$ cat config.mk
export PLATFORM = sky130hd
export DESIGN_NAME = ahb_lite_master
export DESIGN_NICKNAME = d
export VERILOG_FILES = /design/src/rtl/ahb_lite_master.sv
export SDC_FILE = /design/constraint.sdc
export NUM_CORES = 1
export LEC_CHECK = 0
export CORE_ASPECT_RATIO = 1.2
export CORE_UTILIZATION = 42
export DETAILED_ROUTE_END_ITERATION = 10
export PLACE_DENSITY = 0.79
export SETUP_SLACK_MARGIN = 0.3
export SLEW_MARGIN = 25
export SYNTH_ARGS = -nofsm -noshare
export SYNTH_HDL_FRONTEND = slang
export SYNTH_SLANG_ARGS = --single-unit
$ cat constraint.sdc
create_clock -name clk -period 2.1 [get_ports clk]
set_clock_uncertainty 0.05 [all_clocks]
set_input_delay 0.63 -clock clk [delete_from_list [all_inputs] [get_ports clk]]
set_output_delay 0.63 -clock clk [all_outputs]
set_load 0.05 [all_outputs]
$ cat src/rtl/ahb_lite_master.sv
// AHB-Lite master: converts a valid/ready request stream into pipelined
// single NONSEQ transfers and reports one completion per transfer.
// The address stage (A) drives HADDR/HWRITE/HTRANS from registers; the data
// stage (D) tracks the transfer whose data phase is on the bus. A low HREADY
// freezes both stages.
module ahb_lite_master #(
    parameter int ADDR_W = 21,
    parameter int DATA_W = 8
) (
    input  logic              clk,
    input  logic              reset,
    // request stream
    input  logic              req_valid,
    output logic              req_ready,
    input  logic              req_write,
    input  logic [ADDR_W-1:0] req_addr,
    input  logic [DATA_W-1:0] req_wdata,
    // completion stream
    output logic              rsp_valid,
    output logic              rsp_write,
    output logic [DATA_W-1:0] rsp_rdata,
    output logic              busy,
    // AHB-Lite master interface
    output logic [ADDR_W-1:0] HADDR,
    output logic              HWRITE,
    output logic [1:0]        HTRANS,
    output logic [DATA_W-1:0] HWDATA,
    input  logic [DATA_W-1:0] HRDATA,
    input  logic              HREADY
);

    typedef enum logic [1:0] {
        HTRANS_IDLE   = 2'b00,
        HTRANS_NONSEQ = 2'b10
    } htrans_e;

    // A stage: address phase on the bus
    logic              a_vld_q,   a_vld_d;
    logic [ADDR_W-1:0] haddr_q,   haddr_d;
    logic              hwrite_q,  hwrite_d;
    logic [DATA_W-1:0] a_wdata_q, a_wdata_d;
    // D stage: data phase on the bus
    logic              d_vld_q,   d_vld_d;
    logic              d_wr_q,    d_wr_d;
    logic [DATA_W-1:0] hwdata_q,  hwdata_d;
    // completion outputs
    logic              rsp_valid_q, rsp_valid_d;
    logic              rsp_write_q, rsp_write_d;
    logic [DATA_W-1:0] rsp_rdata_q, rsp_rdata_d;

    // Pipeline advance on HREADY; everything except rsp_valid holds in a wait.
    always_comb begin
        // NOTE: every _d starts at its held value so no path leaves a signal
        // unassigned, which would otherwise infer a latch.
        a_vld_d     = a_vld_q;
        haddr_d     = haddr_q;
        hwrite_d    = hwrite_q;
        a_wdata_d   = a_wdata_q;
        d_vld_d     = d_vld_q;
        d_wr_d      = d_wr_q;
        hwdata_d    = hwdata_q;
        rsp_valid_d = 1'b0;
        rsp_write_d = rsp_write_q;
        rsp_rdata_d = rsp_rdata_q;

        if (HREADY) begin
            // the transfer in data phase completes at this edge
            if (d_vld_q) begin
                rsp_valid_d = 1'b1;
                rsp_write_d = d_wr_q;
                if (!d_wr_q) begin
                    rsp_rdata_d = HRDATA;
                end
            end

            // address phase moves into data phase; only writes update HWDATA
            d_vld_d = a_vld_q;
            d_wr_d  = hwrite_q;
            if (a_vld_q && hwrite_q) begin
                hwdata_d = a_wdata_q;
            end

            // new address phase; HADDR/HWRITE keep their last value when idle
            if (req_valid) begin
                a_vld_d   = 1'b1;
                haddr_d   = req_addr;
                hwrite_d  = req_write;
                a_wdata_d = req_wdata;
            end else begin
                a_vld_d   = 1'b0;
            end
        end
    end

    // State registers with asynchronous reset dropping any in-flight transfer.
    always_ff @(posedge clk or posedge reset) begin
        if (reset) begin
            a_vld_q     <= 1'b0;
            haddr_q     <= '0;
            hwrite_q    <= 1'b0;
            a_wdata_q   <= '0;
            d_vld_q     <= 1'b0;
            d_wr_q      <= 1'b0;
            hwdata_q    <= '0;
            rsp_valid_q <= 1'b0;
            rsp_write_q <= 1'b0;
            rsp_rdata_q <= '0;
        end else begin
            // NOTE: non-blocking assignments so every flop samples the values
            // from before this edge, independent of statement order.
            a_vld_q     <= a_vld_d;
            haddr_q     <= haddr_d;
            hwrite_q    <= hwrite_d;
            a_wdata_q   <= a_wdata_d;
            d_vld_q     <= d_vld_d;
            d_wr_q      <= d_wr_d;
            hwdata_q    <= hwdata_d;
            rsp_valid_q <= rsp_valid_d;
            rsp_write_q <= rsp_write_d;
            rsp_rdata_q <= rsp_rdata_d;
        end
    end

    // HTRANS follows the registered A-stage valid, so it cannot change in a wait.
    htrans_e htrans;
    assign htrans = a_vld_q ? HTRANS_NONSEQ : HTRANS_IDLE;

    assign req_ready = HREADY;
    assign HADDR     = haddr_q;
    assign HWRITE    = hwrite_q;
    assign HTRANS    = htrans;
    assign HWDATA    = hwdata_q;
    assign rsp_valid = rsp_valid_q;
    assign rsp_write = rsp_write_q;
    assign rsp_rdata = rsp_rdata_q;
    assign busy      = a_vld_q | d_vld_q;

endmodule
# Word-level counts from Yosys, hierarchy flattened
# Cells that the tools add are included.
[op_classes]
n_addsub = 0
multipliers = 0
div_mod_pow = 0
order_cmp = 0
n_eq_ne = 0
n_shift = 0
mux = 4
bitwise_logic = 2
reduce_logical = 5
[op_table]
columns = ["op", "count"]
rows = [
  ["2-bit AND reduction", 3],
  ["1-bit two-way mux", 3],
  ["3-bit AND reduction", 1],
  ["2-bit two-way mux", 1],
  ["1-bit logical AND", 1],
  ["1-bit inverter", 1],
  ["1-bit bitwise OR", 1],
]
[word_totals]
register_bits = 51
latch_bits = 0
mem_bits_rw = 0
rom_bits = 0
inputBits = 42
out_inout_bits = 44
elab_cells = 21
memories = 0

# Logic depth before layout (Yosys ltp)
# Gate-level depths: netlist (run 1).
[logic_depth]
ltp_word = 2
ltp_mapped = 4
ltp_nobuf = 2

# Least setup slack after synthesis (run 1)
# No wires, ideal clock.
[synth_path]
path_kind = "reg2out"
startpoint = "register d_vld_q"
endpoint = "output port busy"
t_arrival_ps = 804
required_time_ps = 1420
path_slack_ps = 616
path_stages_with_launch = 2
n_path_buf = 0
cell_sequence = "dfrtp_1 > or2_2"
[synth_via]
elab_chain_cells = 1
[synth_lines]
columns = ["element", "line", "rtl"]
rows = [
  ["start: declaration", "43", "logic d_vld_q, d_vld_d;"],
  ["start signal: assignment", "115", "d_vld_q <= d_vld_d;"],
  ["1-bit bitwise OR", "136", "assign busy = a_vld_q | d_vld_q;"],
  ["end: declaration", "22", "output logic busy,"],
]
# Every way passes these cells.

# Final worst setup path (run 1)
# Same ends and word-level chain as after synthesis.

==> reports/metrics.csv, run 1 <==
metric;value;unit
commonest non-fill, non-tap cell in the layout;dfrtp_1;
critical path class;reg2out;
DR pass1 iterations;4;
Static Leak;1.477;nW
number of global-route vias before repair;1294;
DRT Wirelength;4072;µm
Setup crit start;d_vld_q$_DFFE_PP0P_;
CP max FO;2;
Clock Power Share;19.5;%
Area growth syn-to-layout;47.97;%
Yosys top cell by area;dfrtp_1;
register-to-register setup slack;0.74;ns
# setup viols final;0;
Max Cap Viol;0;
die area;5204;µm²
CTS sink cnt;51;
combinational power share;42.9;%
Sequential Power Share;37.7;%
htree depth;2;
crit path max-delay cell type;dfrtp_1;
CORE AREA;4662;µm²
clk buf depth;2;
multi-input combinational cell area;716.9;µm²
final hold violations;0;
Avg Cell Area, Syn;17.81;µm²
fin. max-slew vios;0;
syn_nets;158;
Synth cell types;13;
Storage cell area;1276;µm²
Filler cells;342;
Die X;66.02;µm
worst hold path depth;1;
ANT nets after route;0;
vias per inst;4.704;
Synth area leaders;dfrtp_1 (62%), mux2_4 (21%), mux2_2 (11%);
hold path start;HADDR[18]$_DFFE_PP0P_;
Root Driver;clkbuf_8;
Worst Hold Class;reg2reg;
post-DP HPWL;2949;µm
status;completed;
Critical Path RT;1.42;ns
hold_buf cts;0;
post-synthesis sequential area ratio;61.78;%
crit-path cells;or2_4 > buf_8;
CTS tree;yes;
fin cells;267;
final period utilization;84.43;%
startpoint types;flip-flop;
Worst VDD drop;602.7;µV
DP Cell Count;256;
sw power;0.001357;W
WHS Endpoint;HADDR[18]$_DFFE_PP0P_;
I/O Pins;86;
post-route setup slack;0.3269;ns
crit end category;primary output;
CTS Buf Count;5;
via count;1256;
RR Endpoint;rsp_rdata[2]$_DFFE_PP0P_;
num rows;27;
Worst path max stage delay;0.39;ns
first-pass GRT wire length;6189;µm
WL/cell;15.25;µm
Port-buffer cells;84;
overall routing resource usage;15.98;%
power per cell area;1154;nW/µm²
worst skew pair latency;0.30;ns
GPL Wtd Cong;0.6318;
Synth Register Bits;51;
reg2reg start;d_vld_q$_DFFE_PP0P_;
Final Hold Slack;0.4644;ns
share of post-route cells with drive strength above 1;54.07;%
Reg2Reg Depth;4;
most frequent cells in the layout;dfrtp_1 (51), buf_4 (45), clkdlybuf4s50_1 (40);
CTS clk-pin slew, worst paths;0.08;ns
Layout Nets;250;
warnings from Yosys;0;
Synth top area share;61.78;%
Post-Syn Instances;116;
Internal;0.002170;W
n_diodes;0;
Vert. Die Dim;78.83;µm
unrepaired setup endpoints after global routing;true;
worst slack, placed;-0.02685;ns
Crit path arrival time;1.09;ns
Starting Density;44.31;%
initial antenna violation count;0;
Final TNS setup;0;ns
largest net degree at the start of global routing;52;
Cell Area, Synth;2066;µm²
min Tclk post-route;1.773;ns
Sw Share;38.47;%
total chip power;0.003528;W
drt initial violations;30;
DRC viols;0;
Max Freq;564.0;MHz
GR Overflow Total;0;
per-stage QoR:
step | utilization, % | instance area (µm²)
2_1_floorplan | - | 2069
3_3_place_gp | 62.37 | 2908
3_5_place_dp | 62.37 | 2908
4_1_cts | 65.41 | 3049
5_1_grt | 65.57 | 3057
6_report | 65.57 | 3057
registers in the layout, indices dropped and copies added (netlist names):
register   count
HADDR         21
HWDATA         8
a_wdata_q      8
rsp_rdata      8
HWRITE         1
a_vld_q        1
d_vld_q        1
d_wr_q         1
rsp_valid      1
rsp_write      1
metal layers:
metal | global-route usage, % | part of all wire [%] | vias up
li1 | - | - | 578
met1 | 19.30 | 38 | 624
met2 | 27.55 | 55 | 50
met3 | 4.023 | 5.8 | 4
met4 | 5.106 | 0.76 | 0
met5 | 0 | 0 | -
synth_stat cells:
cell and count:
or2_2 1, nand2_4 1, buf_6 4, o21ai_0 1
mux2_2 20, inv_1 2, conb_1 1, buf_4 3
dfrtp_1 51, mux2_4 29, nand3_2 1, and2_1 1
nand3b_2 1
worst max path at each step:
stage,endpoint,slack (ns)
global placement,HWDATA[3]$_DFFE_PP0P_,0.02
floorplan,busy,0.62
CTS,busy,0.33
detailed placement,HWDATA[7]$_DFFE_PP0P_,-0.03
global route,busy,0.28
finish,busy,0.33
power by group through the flow:
stage               sequential [W]  combinational [W]  clock (W)
finish                     0.00133            0.00151   0.000687
global route               0.00136            0.00156   0.000760
CTS                        0.00133            0.00152   0.000713
detailed placement         0.00135            0.00151          0
global placement           0.00134            0.00149          0
floorplan                  0.00202           0.000338          0
worst max-delay path: cells and delay by family (launching register included):
kind	cells	cell delay, ns
buffers and inverters	1	0.15
flip-flops	1	0.39
AND/OR/NAND/NOR	1	0.26
cells by family (layout without fill, tap and decap cells):
group / Yosys count / after routing / synth area share (%)
DFF: 51 / 51 / 61.78
muxes: 49 / 49 / 31.98
buffers and inverters: 9 / 102 / 3.634
and+or+nand+nor: 5 / 5 / 2.181
other: 1 / 1 / 0.1815
AOI/OAI and AO/OA: 1 / 1 / 0.2420
cell type report:
| type | instances | area share [%] |
|---|---|---|
| clock buffers | 6 | 2.702 |
| clock inverters | 2 | 1.146 |
| inverters | 2 | 0.3684 |
| multi-input cells | 56 | 23.45 |
| flip-flops and latches | 51 | 41.75 |
| well taps | 58 | 2.374 |
| repair buffers | 92 | 28.20 |
timing repair:
item,CTS,global route
gates cloned,0,0
setup endpoints to repair,2,1
gates resized for setup,4,0
setup buffers,2,1
hold endpoints to repair,0,0
(Power assumes the default switching activity.)
==> inputs of run 2 (changes only) <==
--- a/config.mk
+++ b/config.mk
@@ -6,9 +6,9 @@
 export NUM_CORES = 1
 export LEC_CHECK = 0
 export CORE_ASPECT_RATIO = 1.2
-export CORE_UTILIZATION = 42
+export CORE_UTILIZATION = 38
 export DETAILED_ROUTE_END_ITERATION = 10
-export PLACE_DENSITY = 0.79
+export PLACE_DENSITY = 0.75
 export SETUP_SLACK_MARGIN = 0.3
 export SLEW_MARGIN = 25
 export SYNTH_ARGS = -nofsm -noshare
==> constraint.sdc (replaced) <==
create_clock -name clk -period 1.45 [get_ports clk]
set_clock_uncertainty 0.05 [all_clocks]
set_input_delay 0.435 -clock clk [delete_from_list [all_inputs] [get_ports clk]]
set_output_delay 0.435 -clock clk [all_outputs]
set_load 0.05 [all_outputs]
==> reports/metrics.csv, run 2 (synthesis results as in run 1) <==
metric;value;unit;change
# setup viols final;2;;+2
Root Driver;clkbuf_8;;
CTS sink cnt;51;;unchanged
number of global-route vias before repair;1435;;+11%
Starting Density;39.26;%;-5.0 points
ANT nets after route;0;;unchanged
DR pass1 iterations;4;;unchanged
share of post-route cells with drive strength above 1;61.09;%;+7.0 points
CTS clk-pin slew, worst paths;0.09;ns;about the same
htree depth;2;;unchanged
Worst VDD drop;991.0;µV;+64%
Static Leak;1.946;nW;+32%
max reg flops;21;;unchanged
Worst Hold Class;reg2reg;;
commonest non-fill, non-tap cell in the layout;dfrtp_1;;
drt initial violations;57;;+90%
status;finished, violations left;;
overall routing resource usage;17.66;%;+1.7 points
Crit path arrival time;1.10;ns;about the same
post-DP HPWL;3145;µm;+6.6%
power per cell area;1617;nW/µm²;+40%
Max Freq;632.6;MHz;
Util after Layout;76.05;%;+10 points
vias per inst;4.621;;-1.8%
crit end category;primary output;;
largest net degree at the start of global routing;29;;-44%
critical path class;reg2out;;
GPL Wtd Cong;0.6945;;+9.9%
Filler cells;283;;-17%
n_diodes;0;;unchanged
Max Cap Viol;0;;unchanged
DRC viols;0;;unchanged
Die X;69.31;µm;+5.0%
I/O Pins;86;;unchanged
WL/cell;17.05;µm;+12%
worst slack, placed;-0.3752;ns;-0.3483 ns
first-pass GRT wire length;7707;µm;+25%
DRT Wirelength;5133;µm;+26%
design area;4001;µm²;+31%
post-route setup slack;-0.1307;ns;-0.4576 ns
GR Overflow Total;0;;unchanged
Critical Path RT;0.97;ns;-0.45 ns
CTS tree;yes;;
final hold violations;0;;unchanged
final period utilization;109.0;%;
die area;5736;µm²;+10%
total chip power;0.006470;W;+83%
num rows;29;;+7.4%
unrepaired setup endpoints after global routing;true;;
CP max FO;2;;unchanged
Area growth syn-to-layout;93.70;%;
initial antenna violation count;0;;unchanged
clk buf depth;2;;unchanged
post-placement cell area;3458;µm²;+19%
CTS Buf Count;5;;unchanged
via count;1391;;+11%
Vert. Die Dim;82.77;µm;+5.0%
CORE AREA;5261;µm²;+13%
fin. max-slew vios;0;;unchanged
Layout Nets;280;;+12%
worst skew pair latency;0.30;ns;about the same
min Tclk post-route;1.581;ns;
startpoint types;flip-flop;;
failing checks;negative setup slack;;
Port-buffer cells;84;;unchanged
most frequent cells in the layout;dfrtp_1 (50), mux2_4 (49), buf_12 (48);;
Final Hold Slack;0.4740;ns;+0.009597 ns
==> run 2: cell types whose count changed in the layout (fill, tap and decap cells not counted), sizes merged <==
cell	change
dlygate4sd2	-1
buf	+31
clkdlybuf4s15	+1
clkdlybuf4s50	-1
==> run 2: metrics by stage <==
step	cells	setup TNS, ns
finish	301	-0.2427
global route	301	-0.3200
CTS	286	-0.2381
detailed placement	261	-16.90
global placement	261	-16.44
floorplan	116	0
==> run 2: area by class of cell <==
| type | count | area, µm² | area share, % |
|---|---|---|---|
| clock buffers | 6 | 82.58 | 2.064 |
| clock inverters | 2 | 35.03 | 0.8755 |
| inverters | 2 | 11.26 | 0.2814 |
| multi-input cells | 56 | 819.5 | 20.48 |
| flip-flops and latches | 51 | 1277 | 31.93 |
| well taps | 62 | 77.57 | 1.939 |
| repair buffers | 122 | 1698 | 42.43 |
==> run 2: what timing repair did <==
item	in CTS	in global routing
resized for setup	37	6
endpoints found under the setup margin	93	93
hold buffers	0	0
pin swaps	3	1
buffers inserted	15	15
gates cloned	2	0
==> run 2: final timing paths <==
check | slack, ns | end | from | cells after the start
max | -0.13 | busy | a_vld_q$_DFFE_PP0P_ | 2
min | 0.47 | a_wdata_q[7]$_DFFE_PP0P_ | a_wdata_q[7]$_DFFE_PP0P_ | 1
max reg2reg | 0.06 | HWDATA[0]$_DFFE_PP0P_ | a_vld_q$_DFFE_PP0P_ | 5
min reg2reg | 0.47 | a_wdata_q[7]$_DFFE_PP0P_ | a_wdata_q[7]$_DFFE_PP0P_ | 1
max in group asynchronous | 0.67 | HWRITE$_DFFE_PP0P_ | reset | 3
min in group asynchronous | 0.51 | HADDR[9]$_DFFE_PP0P_ | reset | 3
==> run 2: per-layer routing <==
layer	up-vias	wire [µm]	GRT usage (%)
met1	711	2070	22.20
met4	0	32	3.673
met2	39	2887	31.75
li1	637	-	-
met3	4	143	3.641
met5	-	0	0
==> run 2: critical path: stages (launching register included) <==
cell and delay [ns]:
dfrtp_1 0.39, or2_4 0.26, buf_8 0.15
==> run 2: power by group <==
part / total (W) / internal [W] / switching (W)
Combinational: 0.00334 / 0.00188 / 0.00146
Sequential: 0.00211 / 0.00175 / 0.000366
Clock: 0.00102 / 0.000559 / 0.000460
Total: 0.00647 / 0.00418 / 0.00229
==> inputs of run 3 (changes only) <==
--- a/config.mk
+++ b/config.mk
@@ -6,6 +6,7 @@
 export NUM_CORES = 1
 export LEC_CHECK = 0
 export CORE_ASPECT_RATIO = 1.2
+export CORE_MARGIN = 10
 export CORE_UTILIZATION = 38
 export DETAILED_ROUTE_END_ITERATION = 10
 export PLACE_DENSITY = 0.75
==> reports/metrics.csv, run 3 (synthesis results as in run 1) <==
metric;value;unit;change
n_diodes;0;;unchanged
hold path start;a_wdata_q[2]$_DFFE_PP0P_;;
Worst Hold Class;reg2reg;;
largest net degree at the start of global routing;27;;-6.9%
final hold violations;0;;unchanged
max reg flops;21;;unchanged
# setup viols final;2;;unchanged
via count;1407;;+1.2%
share of post-route cells with drive strength above 1;62.30;%;+1.2 points
multi-input combinational cell area;812.0;µm²;-0.92%
total chip power;0.006374;W;-1.5%
commonest non-fill, non-tap cell in the layout;dfrtp_1;;
Root Driver;clkbuf_8;;
Util after Layout;75.93;%;-0.12 points
Critical Path RT;0.97;ns;about the same
status;finished, violations left;;
die area;8797;µm²;+53%
DRC viols;0;;unchanged
Final TNS setup;-0.2313;ns;+0.01135 ns
CP max FO;2;;unchanged
Vert. Die Dim;100.8;µm;+22%
fin. max-slew vios;0;;unchanged
unrepaired setup endpoints after global routing;true;;
hold_buf cts;0;;unchanged
post-DP HPWL;4001;µm;+27%
final period utilization;108.6;%;-0.44 points
initial antenna violation count;0;;unchanged
CTS Buf Count;5;;unchanged
CTS sink cnt;51;;unchanged
clk buf depth;2;;unchanged
Port-buffer cells;84;;unchanged
worst skew pair latency;0.30;ns;about the same
design area;4023;µm²;+0.53%
post-route setup slack;-0.1243;ns;+0.006420 ns
GPL Wtd Cong;0.6791;;-2.2%
Layout Nets;285;;+1.8%
Filler cells;314;;+11%
Storage cell area;1277;µm²;unchanged
vias per inst;4.598;;-0.50%
Static Leak;1.954;nW;+0.39%
critical path class;reg2out;;
overall routing resource usage;13.51;%;-4.2 points
min Tclk post-route;1.574;ns;-0.006420 ns
Starting Density;38.99;%;-0.27 points
Setup crit start;a_vld_q$_DFFE_PP0P_;;
number of global-route vias before repair;1684;;+17%
failing checks;negative setup slack;;
CORE AREA;5298;µm²;+0.69%
Die X;87.31;µm;+26%
crit end category;primary output;;
most frequent cells in the layout;dfrtp_1 (50), buf_12 (49), mux2_4 (47);;
DR pass1 iterations;3;;-1
Max Cap Viol;0;;unchanged
num rows;29;;unchanged
Worst VDD drop;993.1;µV;+0.22%
ANT nets after route;0;;unchanged
Max Freq;635.2;MHz;+0.41%
power per cell area;1585;nW/µm²;-2.0%
I/O Pins;86;;unchanged
first-pass GRT wire length;9218;µm;+20%
drt initial violations;60;;+5.3%
Crit path arrival time;1.09;ns;about the same
Area growth syn-to-layout;94.73;%;
htree depth;2;;unchanged
post-placement cell area;3476;µm²;+0.51%
startpoint types;flip-flop;;
GR Overflow Total;0;;unchanged
DRT Wirelength;5790;µm;+13%
WL/cell;18.92;µm;+11%
CTS tree;yes;;
CTS clk-pin slew, worst paths;0.10;ns;about the same
reg2reg start;a_vld_q$_DFFE_PP0P_;;
## run 3: cell count changes in the layout (fill, tap and decap cells not counted)
| cell | before | now |
|---|---|---|
| clkdlybuf4s15_1 | 1 | 0 |
| clkinv_2 | 1 | 0 |
| o21ai_1 | 1 | 0 |
| clkinv_4 | 0 | 1 |
| mux2_2 | 0 | 2 |
| buf_4 | 23 | 27 |
| buf_12 | 48 | 49 |
| clkinvlp_4 | 1 | 2 |
| bufinv_16 | 1 | 0 |
| o21ai_0 | 0 | 1 |
| buf_6 | 7 | 8 |
| mux2_4 | 49 | 47 |
| buf_8 | 2 | 1 |
| clkdlybuf4s15_2 | 0 | 1 |
## run 3: metrics by stage
step,instances,hold WS [ns],worst slack (ns)
floorplan,116,0.4274,0.2147
global placement,265,0.4465,-0.3527
detailed placement,265,0.4441,-0.3979
CTS,294,0.4749,-0.1340
global route,306,0.4953,-0.1546
finish,306,0.4721,-0.1243
## run 3: critical path: stages (launching register included)
cell and delay, ns:
dfrtp_1 0.39, or2_4 0.26, buf_12 0.15
## run 3: per-layer routing
metal | GRT usage, % | vias up | routed length, µm
li1 | - | 646 | -
met1 | 14.41 | 710 | 2093
met2 | 22.31 | 47 | 3013
met3 | 7.605 | 4 | 646
met4 | 3.686 | 0 | 37
met5 | 0 | - | 0
## run 3: worst paths after layout
path                                       endpoint  slack (ns)  cells past startpoint
max reg2reg                   HWDATA[5]$_DFFE_PP0P_        0.08                      5
max in group asynchronous        HWRITE$_DFFE_PP0P_        0.70                      3
min in group asynchronous     HWDATA[7]$_DFFE_PP0P_        0.49                      3
min reg2reg                a_wdata_q[2]$_DFFE_PP0P_        0.47                      1
max                                            busy       -0.12                      2
min                        a_wdata_q[2]$_DFFE_PP0P_        0.47                      1
## run 3: report_power, final
| part | switching [W] | leakage (nW) | internal [W] |
|---|---|---|---|
| logic | 0.00150 | 1.30 | 0.00192 |
| registers | 0.000348 | 0.602 | 0.00175 |
| clock network | 0.000476 | 0.0474 | 0.000390 |
| total | 0.00232 | 1.95 | 0.00405 |
## run 3: cell type report
cell class	count	share of cell area, %
Inverter	2	0.2799
Clock inverter	2	0.4044
Timing Repair Buffer	127	43.39
Tap cell	62	1.928
Multi-Input combinational cell	56	20.19
Sequential cell	51	31.76
Clock buffer	6	2.053
## run 3: what timing repair did
action,CTS,global route
gates cloned,2,0
setup endpoints to repair,94,90
pin swaps,2,1
resized for setup,40,4
setup buffers,19,12
